<file path="src/rtl/burst_ram_pkg.sv">
// Shared types for the two-client PSRAM burst-RAM arbiter.
// Covers the command encoding, the arbiter FSM states and the queued request record.
package burst_ram_pkg;

  localparam int BURST_BEATS = 4;
  localparam int BR_ADDR_W   = 21;

  typedef enum logic {
    READ  = 1'b0,
    WRITE = 1'b1
  } br_cmd_t;

  typedef enum logic [1:0] {
    IDLE     = 2'd0,
    WR_BEATS = 2'd1,
    RD_WAIT  = 2'd2,
    RD_BEATS = 2'd3
  } state_t;

  typedef struct packed {
    br_cmd_t              cmd;
    logic [BR_ADDR_W-1:0] addr;
  } br_req_t;

endpackage

</file>
<file path="src/rtl/burst_ram_arbiter_if.sv">
// Gowin burst-RAM signal bundle. A cache drives it as master; the arbiter
// takes clients on the slave modport and drives the real RAM as master.
interface burst_ram_arbiter_if #(
  parameter int ADDR_W = 21
);
  logic              cmd;
  logic              cmd_en;
  logic [ADDR_W-1:0] addr;
  logic [63:0]       wr_data;
  logic [7:0]        data_mask;
  logic [63:0]       rd_data;
  logic              rd_data_valid;

  // Commands are one-cycle strobes with no back-pressure; read beats come back
  // as a run of rd_data_valid pulses and must be accepted on the cycle they appear.
  modport master (
    output cmd, cmd_en, addr, wr_data, data_mask,
    input  rd_data, rd_data_valid
  );

  modport slave (
    input  cmd, cmd_en, addr, wr_data,
    output rd_data, rd_data_valid
  );
endinterface

</file>
<file path="src/rtl/burst_client_port.sv">
// Per-client front end: 2-entry command FIFO plus a 4-beat write buffer that
// captures write data on the strobe cycle and the three cycles after it.
module burst_client_port
  import burst_ram_pkg::*;
(
  input  logic                 clk,
  input  logic                 rst_n,
  input  logic                 cmd,
  input  logic                 cmd_en,
  input  logic [BR_ADDR_W-1:0] addr,
  input  logic [63:0]          wr_data,
  input  logic                 pop,
  input  logic                 wr_free,
  output logic                 req_valid,
  output br_req_t              req,
  output logic [63:0]          wr_beat [BURST_BEATS]
);

  br_req_t    q [2];
  logic [1:0] q_cnt;
  logic [1:0] cap_idx;
  logic       capturing;
  logic       wbuf_busy;
  br_req_t    push_req;

  assign push_req  = '{cmd: br_cmd_t'(cmd), addr: addr};
  assign req_valid = (q_cnt != 2'd0);
  assign req       = q[0];

  always_ff @(posedge clk or negedge rst_n) begin
    if (!rst_n) begin
      q[0]      <= '0;
      q[1]      <= '0;
      q_cnt     <= 2'd0;
      cap_idx   <= 2'd0;
      capturing <= 1'b0;
      wbuf_busy <= 1'b0;
      for (int i = 0; i < BURST_BEATS; i++) wr_beat[i] <= '0;
    end else begin
      assert (!(cmd_en && !pop && q_cnt == 2'd2))
        else $error("burst_client_port: command pushed into a full queue");
      assert (!(cmd_en && cmd && wbuf_busy))
        else $error("burst_client_port: write while the write buffer is still occupied");

      case ({cmd_en, pop})
        2'b10: if (q_cnt != 2'd2) begin
          q[q_cnt[0]] <= push_req;
          q_cnt       <= q_cnt + 2'd1;
        end
        2'b01: begin
          q[0]  <= q[1];
          q_cnt <= q_cnt - 2'd1;
        end
        2'b11: begin
          if (q_cnt == 2'd1) begin
            q[0] <= push_req;
          end else begin
            q[0] <= q[1];
            q[1] <= push_req;
          end
        end
        default: ;
      endcase

      // Beat 0 is in the buffer by the earliest issue cycle, and beat k one
      // cycle ahead of its read-out, so no bypass from wr_data is needed.
      if (wr_free) wbuf_busy <= 1'b0;
      if (cmd_en && cmd) begin
        wr_beat[0] <= wr_data;
        cap_idx    <= 2'd1;
        capturing  <= 1'b1;
        wbuf_busy  <= 1'b1;
      end else if (capturing) begin
        wr_beat[cap_idx] <= wr_data;
        cap_idx          <= cap_idx + 2'd1;
        if (cap_idx == 2'd3) capturing <= 1'b0;
      end
    end
  end

endmodule

</file>
<file path="src/rtl/burst_ram_arbiter.sv">
// Shares one PSRAM burst port between the I-cache (client 0) and D-cache (client 1):
// round-robin issue, command-interval pacing, write replay and read-beat steering.
module burst_ram_arbiter
  import burst_ram_pkg::*;
#(
  parameter int RAM_DEPTH_BITWIDTH     = 21,
  parameter int COMMAND_DELAY_INTERVAL = 13
) (
  input  logic                clk,
  input  logic                rst_n,
  burst_ram_arbiter_if.slave  c0,
  burst_ram_arbiter_if.slave  c1,
  burst_ram_arbiter_if.master br,
  output state_t              dbg_state
);

  localparam int DLY_W = $clog2(COMMAND_DELAY_INTERVAL + 1);

  if (RAM_DEPTH_BITWIDTH != BR_ADDR_W || BURST_BEATS != 4) begin : g_bad_cfg
    $error("burst_ram_arbiter: only 21-bit addresses and 4-beat bursts are supported");
  end

  state_t           state;
  logic [DLY_W-1:0] dly_cnt;
  logic             last_grant;
  logic             owner;
  logic [1:0]       beat_cnt;

  logic             rv0, rv1;
  br_req_t          req0, req1, req_w;
  logic [63:0]      beats0 [BURST_BEATS];
  logic [63:0]      beats1 [BURST_BEATS];
  logic             issue, win, steer;

  burst_client_port u_port0 (
    .clk       (clk),
    .rst_n     (rst_n),
    .cmd       (c0.cmd),
    .cmd_en    (c0.cmd_en),
    .addr      (c0.addr),
    .wr_data   (c0.wr_data),
    .pop       (issue && !win),
    .wr_free   (state == WR_BEATS && beat_cnt == 2'd3 && !owner),
    .req_valid (rv0),
    .req       (req0),
    .wr_beat   (beats0)
  );

  burst_client_port u_port1 (
    .clk       (clk),
    .rst_n     (rst_n),
    .cmd       (c1.cmd),
    .cmd_en    (c1.cmd_en),
    .addr      (c1.addr),
    .wr_data   (c1.wr_data),
    .pop       (issue && win),
    .wr_free   (state == WR_BEATS && beat_cnt == 2'd3 && owner),
    .req_valid (rv1),
    .req       (req1),
    .wr_beat   (beats1)
  );

  // Issue is decoded from registered queue/FSM state only, so a strobe at t
  // reaches the RAM at t+1 without any input-to-output path.
  always_comb begin
    issue = (state == IDLE) && (dly_cnt == '0) && (rv0 || rv1);
    win   = (rv0 && rv1) ? ~last_grant : ~rv0;
    req_w = win ? req1 : req0;
  end

  assign steer     = (state == RD_WAIT || state == RD_BEATS) && br.rd_data_valid;
  assign dbg_state = state;
  assign br.data_mask = 8'h00;

  always_comb begin
    br.cmd_en  = issue;
    br.cmd     = 1'b0;
    br.addr    = '0;
    br.wr_data = '0;
    if (issue) begin
      br.cmd  = req_w.cmd;
      br.addr = req_w.addr;
      if (req_w.cmd == WRITE) br.wr_data = win ? beats1[0] : beats0[0];
    end else if (state == WR_BEATS) begin
      br.wr_data = owner ? beats1[beat_cnt] : beats0[beat_cnt];
    end
  end

  always_ff @(posedge clk or negedge rst_n) begin
    if (!rst_n) begin
      state            <= IDLE;
      dly_cnt          <= '0;
      last_grant       <= 1'b1;
      owner            <= 1'b0;
      beat_cnt         <= 2'd0;
      c0.rd_data       <= '0;
      c0.rd_data_valid <= 1'b0;
      c1.rd_data       <= '0;
      c1.rd_data_valid <= 1'b0;
    end else begin
      if (issue)                dly_cnt <= DLY_W'(COMMAND_DELAY_INTERVAL);
      else if (dly_cnt != '0)   dly_cnt <= dly_cnt - DLY_W'(1);

      c0.rd_data_valid <= steer && !owner;
      c0.rd_data       <= (steer && !owner) ? br.rd_data : '0;
      c1.rd_data_valid <= steer && owner;
      c1.rd_data       <= (steer && owner) ? br.rd_data : '0;

      case (state)
        IDLE: if (issue) begin
          last_grant <= win;
          owner      <= win;
          if (req_w.cmd == WRITE) begin
            state    <= WR_BEATS;
            beat_cnt <= 2'd1;
          end else begin
            state    <= RD_WAIT;
            beat_cnt <= 2'd0;
          end
        end
        WR_BEATS: begin
          beat_cnt <= beat_cnt + 2'd1;
          if (beat_cnt == 2'd3) state <= IDLE;
        end
        RD_WAIT: if (br.rd_data_valid) begin
          beat_cnt <= 2'd1;
          state    <= RD_BEATS;
        end
        RD_BEATS: if (br.rd_data_valid) begin
          beat_cnt <= beat_cnt + 2'd1;
          if (beat_cnt == 2'd3) state <= IDLE;
        end
        default: state <= IDLE;
      endcase
    end
  end

endmodule

</file>
<file path="src/flat_wrapper.sv">
// flat-port wrapper written by rule: the top's interface ports become plain ports
module burst_ram_arbiter_flat import burst_ram_pkg::*;
#(
  parameter int RAM_DEPTH_BITWIDTH     = 21,
  parameter int COMMAND_DELAY_INTERVAL = 13
)
  (clk, rst_n, dbg_state, c0_cmd, c0_cmd_en, c0_addr, c0_wr_data, c0_rd_data, c0_rd_data_valid, c1_cmd, c1_cmd_en, c1_addr, c1_wr_data, c1_rd_data, c1_rd_data_valid, br_cmd, br_cmd_en, br_addr, br_wr_data, br_data_mask, br_rd_data, br_rd_data_valid);
  burst_ram_arbiter_if #(.ADDR_W(21)) c0_i ();
  burst_ram_arbiter_if #(.ADDR_W(21)) c1_i ();
  burst_ram_arbiter_if #(.ADDR_W(21)) br_i ();
  input  logic clk;
  input  logic rst_n;
  output state_t dbg_state;
  input wire logic [$bits(c0_i.cmd)-1:0] c0_cmd;
  input wire logic [$bits(c0_i.cmd_en)-1:0] c0_cmd_en;
  input wire logic [$bits(c0_i.addr)-1:0] c0_addr;
  input wire logic [$bits(c0_i.wr_data)-1:0] c0_wr_data;
  output wire logic [$bits(c0_i.rd_data)-1:0] c0_rd_data;
  output wire logic [$bits(c0_i.rd_data_valid)-1:0] c0_rd_data_valid;
  input wire logic [$bits(c1_i.cmd)-1:0] c1_cmd;
  input wire logic [$bits(c1_i.cmd_en)-1:0] c1_cmd_en;
  input wire logic [$bits(c1_i.addr)-1:0] c1_addr;
  input wire logic [$bits(c1_i.wr_data)-1:0] c1_wr_data;
  output wire logic [$bits(c1_i.rd_data)-1:0] c1_rd_data;
  output wire logic [$bits(c1_i.rd_data_valid)-1:0] c1_rd_data_valid;
  output wire logic [$bits(br_i.cmd)-1:0] br_cmd;
  output wire logic [$bits(br_i.cmd_en)-1:0] br_cmd_en;
  output wire logic [$bits(br_i.addr)-1:0] br_addr;
  output wire logic [$bits(br_i.wr_data)-1:0] br_wr_data;
  output wire logic [$bits(br_i.data_mask)-1:0] br_data_mask;
  input wire logic [$bits(br_i.rd_data)-1:0] br_rd_data;
  input wire logic [$bits(br_i.rd_data_valid)-1:0] br_rd_data_valid;
  assign c0_i.cmd = c0_cmd;
  assign c0_i.cmd_en = c0_cmd_en;
  assign c0_i.addr = c0_addr;
  assign c0_i.wr_data = c0_wr_data;
  assign c0_rd_data = c0_i.rd_data;
  assign c0_rd_data_valid = c0_i.rd_data_valid;
  assign c1_i.cmd = c1_cmd;
  assign c1_i.cmd_en = c1_cmd_en;
  assign c1_i.addr = c1_addr;
  assign c1_i.wr_data = c1_wr_data;
  assign c1_rd_data = c1_i.rd_data;
  assign c1_rd_data_valid = c1_i.rd_data_valid;
  assign br_cmd = br_i.cmd;
  assign br_cmd_en = br_i.cmd_en;
  assign br_addr = br_i.addr;
  assign br_wr_data = br_i.wr_data;
  assign br_data_mask = br_i.data_mask;
  assign br_i.rd_data = br_rd_data;
  assign br_i.rd_data_valid = br_rd_data_valid;
  burst_ram_arbiter #(.RAM_DEPTH_BITWIDTH(RAM_DEPTH_BITWIDTH), .COMMAND_DELAY_INTERVAL(COMMAND_DELAY_INTERVAL)) u_core (.clk(clk), .rst_n(rst_n), .c0(c0_i), .c1(c1_i), .br(br_i), .dbg_state(dbg_state));
endmodule
</file>
<file path="config.mk">
export PLATFORM = sky130hd
export DESIGN_NAME = burst_ram_arbiter_flat
export DESIGN_NICKNAME = d
export VERILOG_FILES = /design/src/rtl/burst_ram_pkg.sv /design/src/rtl/burst_ram_arbiter_if.sv /design/src/rtl/burst_client_port.sv /design/src/rtl/burst_ram_arbiter.sv /design/src/flat_wrapper.sv
export SDC_FILE = /design/constraint.sdc
export NUM_CORES = 1
export LEC_CHECK = 0
export ABC_AREA = 1
export CAP_MARGIN = 40
export CORE_ASPECT_RATIO = 0.9
export CORE_MARGIN = 2
export CORE_UTILIZATION = 65
export CTS_CLUSTER_SIZE = 24
export DETAILED_ROUTE_END_ITERATION = 12
export DONT_BUFFER_PORTS = 1
export PLACE_DENSITY = 0.89
export RECOVER_POWER = 50
export SKIP_CTS_REPAIR_TIMING = 1
export SLEW_MARGIN = 10
export SYNTH_ARGS = -nofsm -noshare
export SYNTH_HDL_FRONTEND = slang
export SYNTH_SLANG_ARGS = --single-unit
export TNS_END_PERCENT = 20
</file>
<file path="constraint.sdc">
create_clock -name clk -period 5.6 [get_ports clk]
set_clock_uncertainty 0.15 [all_clocks]
set_input_delay 1.12 -clock clk [delete_from_list [all_inputs] [get_ports clk]]
set_output_delay 1.12 -clock clk [all_outputs]
set_load 0.01 [all_outputs]
</file>
# Word-level counts from Yosys, hierarchy flattened
# Cells that the tools add are included.
dict set report classes {
  n_addsub 8
  order_cmp 9
  eq_ne 23
  n_mux 70
  n_bitwise 9
  reduce_logical 42
}
# op count
set ops {}
lappend ops {{two-way mux 64 bit} 15}
lappend ops {{bitwise mux 256 bit} 2}
lappend ops {{two-way mux 256 bit} 2}
lappend ops {{binary-select mux 64 bit (select 2 bit)} 2}
lappend ops {{demux 64 bit (select 2 bit)} 2}
lappend ops {{two-way mux 22 bit} 7}
lappend ops {{case mux 22 bit (3 select lines)} 2}
lappend ops {{bitwise mux 44 bit} 2}
lappend ops {{two-way mux 44 bit} 2}
lappend ops {{case mux 22 bit (2 select lines)} 2}
lappend ops {{demux 22 bit (select 1 bit)} 2}
lappend ops {{two-way mux 2 bit} 14}
lappend ops {{two-way mux 21 bit} 1}
lappend ops {{equality test 2 bit, second input constant} 9}
lappend ops {{nonzero test 2 bit} 9}
lappend ops {{inequality test 2 bit, second input constant} 8}
lappend ops {{case mux 2 bit (4 select lines)} 2}
lappend ops {{logical AND 1 bit} 14}
lappend ops {{AND reduction 2 bit} 7}
lappend ops {{adder 2 x 1 -> 2 bit, second input constant} 5}
lappend ops {{equality test 2 x 1 -> 1 bit, second input constant} 5}
lappend ops {{>= comparator 3 bit, second input constant} 3}
lappend ops {{two-way mux 1 bit} 9}
lappend ops {{inverter 2 -> 3 bit} 3}
lappend ops {{17 further kinds} 32}
dict set report totals {
  register_bits 750
  inputBits 241
  out_inout_bits 227
  wordCells 192
}

# Longest topological paths before layout
# Gate-level depths: netlist of run 1.
dict set report depth {
  word_depth 8
  depth_mapped 12
  mapped_depth_nobuf 11
}

# Modules after synthesis
# A second synthesis of run 1 with hierarchy kept.
dict set report hier_totals {
  cells_unflattened 4767
  area_unflattened_um2 36386.1
}
# module instances cells_each area_per_inst_um2 seq_area_each_um2
set by_module_without_submodules {}
lappend by_module_without_submodules {burst_ram_arbiter 1 2299 12374.4 3504.6}
lappend by_module_without_submodules {{burst_client_port (u_core.u_port1)} 1 1235 12091.6 7632.3}
lappend by_module_without_submodules {{burst_client_port (u_core.u_port0)} 1 1233 11920.2 7632.3}

# Least setup slack after synthesis of run 1
# Ideal clock, no wire load.
dict set report synth_path {
  kind {register to output}
  startpoint {reg u_core.u_port0.q_cnt[0]}
  endpoint {out br_wr_data[29]}
  t_arrival_ps 1753
  required_ps 4330
  path_slack_ps 2577
  stages_incl_launch_ff 9
  path_buffers 3
  path_cell_list {dfrtp_1 -> inv_1 -> ha_1 -> o21bai_2 -> buf_4 -> buf_4 -> clkbuf_1 -> o211ai_1 -> nand2_1}
}
dict set report synth_via {
  elab_chain_len 6
  elab_cells_between_ends 10
  classes_between {mux (5); bitwise (1); reduce/logical (4)}
}
# element line
set synth_rtl {}
lappend synth_rtl {{from (decl)} burst_client_port.sv:20} ;# logic [1:0] q_cnt;
lappend synth_rtl {{from (signal assigned)} burst_client_port.sv:48} ;# q_cnt <= q_cnt + 2'd1;
lappend synth_rtl {{from (signal assigned)} burst_client_port.sv:52} ;# q_cnt <= q_cnt - 2'd1;
lappend synth_rtl {{nonzero test 2 bit (*)} burst_client_port.sv:27} ;# assign req_valid = (q_cnt != 2'd0);
lappend synth_rtl {{logical AND 1 bit or inverter 1 bit (tied branches)} burst_ram_arbiter.sv:67} ;# win = (rv0 && rv1) ? ~last_grant : ~rv0;
lappend synth_rtl {{two-way mux 1 bit} burst_ram_arbiter.sv:67}
lappend synth_rtl {{two-way mux 64 bit or two-way mux 22 bit (tied branches)} {burst_ram_arbiter.sv:83, burst_ram_arbiter.sv:68}}
lappend synth_rtl {{two-way mux 64 bit} burst_ram_arbiter.sv:83} ;# if (req_w.cmd == WRITE) br.wr_data = win ? beats1[0] : beats0[0];
lappend synth_rtl {{two-way mux 64 bit (*)} burst_ram_arbiter.sv:80} ;# if (issue) begin
lappend synth_rtl {{to (decl)} flat_wrapper.sv:29} ;# output wire logic [$bits(br_i.wr_data)-1:0] br_wr_data;
# Mark *: on every way between the ends. The rest lies on a longest branch, timed or not.

==> results.sh, run 1 <==
export IMPL_post_route_drc_count=0
export IMPL_fin_total_pwr_mw=23.2
export IMPL_viasPerCell=6.32
export IMPL_worstRegToRegCells=5
export IMPL_core_um2=53100
export IMPL_hp_class="primary input to asynchronous set/reset pin"
export IMPL_dieArea_um2=55600
export IMPL_cts_tree="done"
export IMPL_port_buffers=0
export IMPL_irDropWorstVdd_v=0.000418
export IMPL_yosys_area_share_adder_pct=0.609
export IMPL_grt_use_total_pct=36.8
export IMPL_first_pass_iters=7
export IMPL_antenna_found_initial=13
export IMPL_synth_xor_area_share_pct=0.100
export IMPL_fin_crit_sh_pct=98.9
export IMPL_wl_per_cell_um=21.2
export IMPL_synth_simple_area_share_pct=21.2
export IMPL_synthTopCellsByArea="dfrtp_1 (54%), o21ai_0 (12%), nand2_1 (9.3%), nor2_1 (6.0%), o211ai_1 (4.3%)"
export IMPL_synthCells=4263
export IMPL_synthMuxAreaShare_pct=0
export IMPL_max_cap_violations=5
export IMPL_synthArstFlopShare_pct=100
export IMPL_max_slew_margin_pct=-277
export IMPL_synth_compound_area_share_pct=16.8
export IMPL_die_h_um=224
export IMPL_cts_sinks=750
export IMPL_rsz0062_at_grt="false"
export IMPL_grt_overflow=0
export IMPL_path_max_fanout=750
export IMPL_synth_warnings=0
export IMPL_grt_pass1_vias=28531
export IMPL_power_density_nw_per_um2=615
export IMPL_fin_tns_setup_ps=0
export IMPL_report_final_setup_viol=0
export IMPL_gp_congestion=0.905
export IMPL_yosys_most_used_dff="dfrtp_1"
export IMPL_synth_seq_area_share_pct=53.8
export IMPL_cp_arrival_ps=3930
export IMPL_synth_avg_cell_area_um2=8.19
export IMPL_end_kind="asynchronous set/reset pin"
export IMPL_die_width_um=248
export IMPL_clk_latency_ps=610
export IMPL_ios=468
export IMPL_r2r_end="u_core.u_port1.wr_beat[177]"
export IMPL_start_kind="primary input"
export IMPL_finalMaxSlewViolations=918
export IMPL_cts_root_buf="clkbuf_16"
export IMPL_worst_path_stages=0
export IMPL_grt_pass1_wl_um=161000
export IMPL_rr_startpoint="u_core.u_port1.cap_idx[1]"
export IMPL_htree_levels=3
export IMPL_initial_utilization_pct=65.8
export IMPL_vias=30647
export IMPL_syn_area_um2=34900
export IMPL_rows=80
export IMPL_dpl_hpwl_um=63200
export IMPL_clock_path_buffers=3
export IMPL_synthTopCellsByCount="nand2_1 (865), o21ai_0 (839), dfrtp_1 (749)"
export IMPL_nNetsFinal=4338
export IMPL_violations="capacitance limit, slew limit"
export IMPL_status="finished with violations"
export IMPL_grt_start_max_net_pins=751
export IMPL_synth_edff_count=0
export IMPL_drt_total_wl_um=103000
export IMPL_fillers=3881
export IMPL_hold_violations=0
export IMPL_synth_most_common_cell="nand2_1"
export IMPL_drive_above_1_share_pct=6.43
export IMPL_ys_ff_latch=750
export IMPL_fin_crit_ps=5540
export IMPL_synth_distinct_cells=33
export IMPL_cts_buffers=76
export IMPL_path_clk_slew_ps=70
export IMPL_syn_to_final_growth_pct=8.08
export IMPL_rrSetupSlack_ps=1300
export IMPL_drtIter0Drc=4436
export IMPL_power_static_leakage_nw=18.5
export IMPL_postRouteAntennaNets=0
export IMPL_max_freq_mhz=181
export IMPL_synth_top_family_by_area="simple AND/OR/NAND/NOR gates"
export IMPL_criticalPathCategory="primary input to asynchronous set/reset pin"
export IMPL_tightest_slew_ps=5660
export IMPL_netlist_area_leader_share_pct=53.7
export IMPL_yosys_area_top_type="dfrtp_1"
export IMPL_required_ps=3990
-- how the worst max path moves through the flow --
stage                                       start            endpoint  slack (ps)
after floorplan           u_core.u_port0.q_cnt[0]      br_wr_data[29]        2580
after global placement    u_core.u_port1.q_cnt[0]       br_wr_data[6]        1570
after detailed placement  u_core.u_port1.q_cnt[0]       br_wr_data[4]        1610
after CTS                 u_core.u_port1.q_cnt[0]       br_wr_data[4]         910
after global routing      u_core.u_port1.q_cnt[1]       br_wr_data[5]         690
final                                       rst_n  u_core.beat_cnt[1]          60
-- worst reg2reg max path: cells and delay by family (launching register included) --
kind | cells | cell delay, ps
buffers and inverters | 2 | 2620
adder cells (fa/ha/maj) | 1 | 190
AO/OA/AOI/OAI | 1 | 470
AND/OR/NAND/NOR | 1 | 210
flip-flops | 1 | 400
-- cell usage in the layout, fill, tap and decap left out, drive strengths merged, types with 8 or more instances in the layout --
| master | synthesis | layout |
|---|---|---|
| nand2 | 872 | 872 |
| o21ai | 845 | 845 |
| dfrtp | 749 | 749 |
| nor2 | 566 | 566 |
| inv | 303 | 306 |
| nand3 | 222 | 222 |
| o211ai | 198 | 198 |
| clkbuf | 190 | 112 |
| nand4 | 72 | 72 |
| or2 | 61 | 61 |
| buf | 140 | 58 |
| ha | 17 | 17 |
| clkinv | 2 | 16 |
| diode | 0 | 11 |
| a22o | 9 | 9 |
| conb | 1 | 8 |
| clkinvlp | 0 | 8 |
-- final cells by class --
type	instances	area, um2	share of cell area, %
clock inverter	30	340	0.902
sequential	750	18800	49.8
antenna	11	27.5	0.0730
clock buffer	108	2220	5.87
multi-input combinational	2885	13600	36.0
timing repair buffer	62	751	1.99
tap	697	872	2.31
inverter	305	1150	3.05
-- flip-flops by register name (all words and copies together) (netlist names), 2 cells and up --
| register | cells |
|---|---|
| u_core.beat_cnt | 2 |
| u_core.u_port1.wr_beat | 256 |
| u_core.dly_cnt | 4 |
| u_core.u_port1.q | 22 |
| u_core.u_port0.wr_beat | 256 |
| u_core.u_port0.cap_idx | 2 |
| u_core.dbg_state | 2 |
| u_core.u_port1.cap_idx | 2 |
| u_core.u_port1.q_cnt | 2 |
| u_core.u_port0.q | 22 |
| u_core.u_port1.req | 22 |
| u_core.u_port0.req | 22 |
| u_core.c0.rd_data | 64 |
| u_core.c1.rd_data | 64 |
| u_core.u_port0.q_cnt | 2 |
-- power breakdown --
| group | total (mW) | internal [mW] | switching (mW) |
|---|---|---|---|
| clock | 5.17 | 3.01 | 2.16 |
| combinational | 8.68 | 2.81 | 5.86 |
| sequential | 9.33 | 7.68 | 1.66 |
| total | 23.2 | 13.5 | 9.68 |
-- per-layer routing --
layer	GRT usage, %	share of wire [%]	up-vias
met5	0	0.013	-
met4	17.9	4.8	2
met3	11.1	12	335
met2	54.9	45	2011
met1	49.4	38	14694
li1	-	-	13605
-- per-stage QoR --
| stage | hold slack (ps) | setup WS [ps] | util (%) | std cells | area (um2) |
|---|---|---|---|---|---|
| after global routing | 13.0 | 691 | 71.1 | 4848 | 37700 |
| after detailed placement | 317 | 1610 | 66.4 | 4699 | 35200 |
| after global placement | 303 | 1570 | 65.8 | 4685 | 34900 |
| after floorplan | 292 | 2580 | - | 4270 | 34900 |
| final | 47.3 | 60.8 | 71.1 | 4848 | 37700 |
| after CTS | 33.4 | 908 | 71.2 | 4837 | 37800 |
-- logic make-up after synthesis --
| kind of cell | after synthesis |
|---|---|
| flip-flops | 750 |
| XOR/XNOR | 4 |
| adder cells (fa/ha/maj) | 17 |
| other | 1 |
| AND/OR/NAND/NOR | 1793 |
| buffers and inverters | 635 |
| AO/OA/AOI/OAI | 1063 |
Power figures use the tool's default switching activity.
==> run 2: changes to the inputs <==
--- a/config.mk
+++ b/config.mk
@@ -15,6 +15,7 @@
 export DONT_BUFFER_PORTS = 1
 export PLACE_DENSITY = 0.89
 export RECOVER_POWER = 50
+export SETUP_SLACK_MARGIN = 0.5
 export SKIP_CTS_REPAIR_TIMING = 1
 export SLEW_MARGIN = 10
 export SYNTH_ARGS = -nofsm -noshare
==> results of run 2 <==
Same layout as run 1: the final DEF is identical, and so are final timing and power.
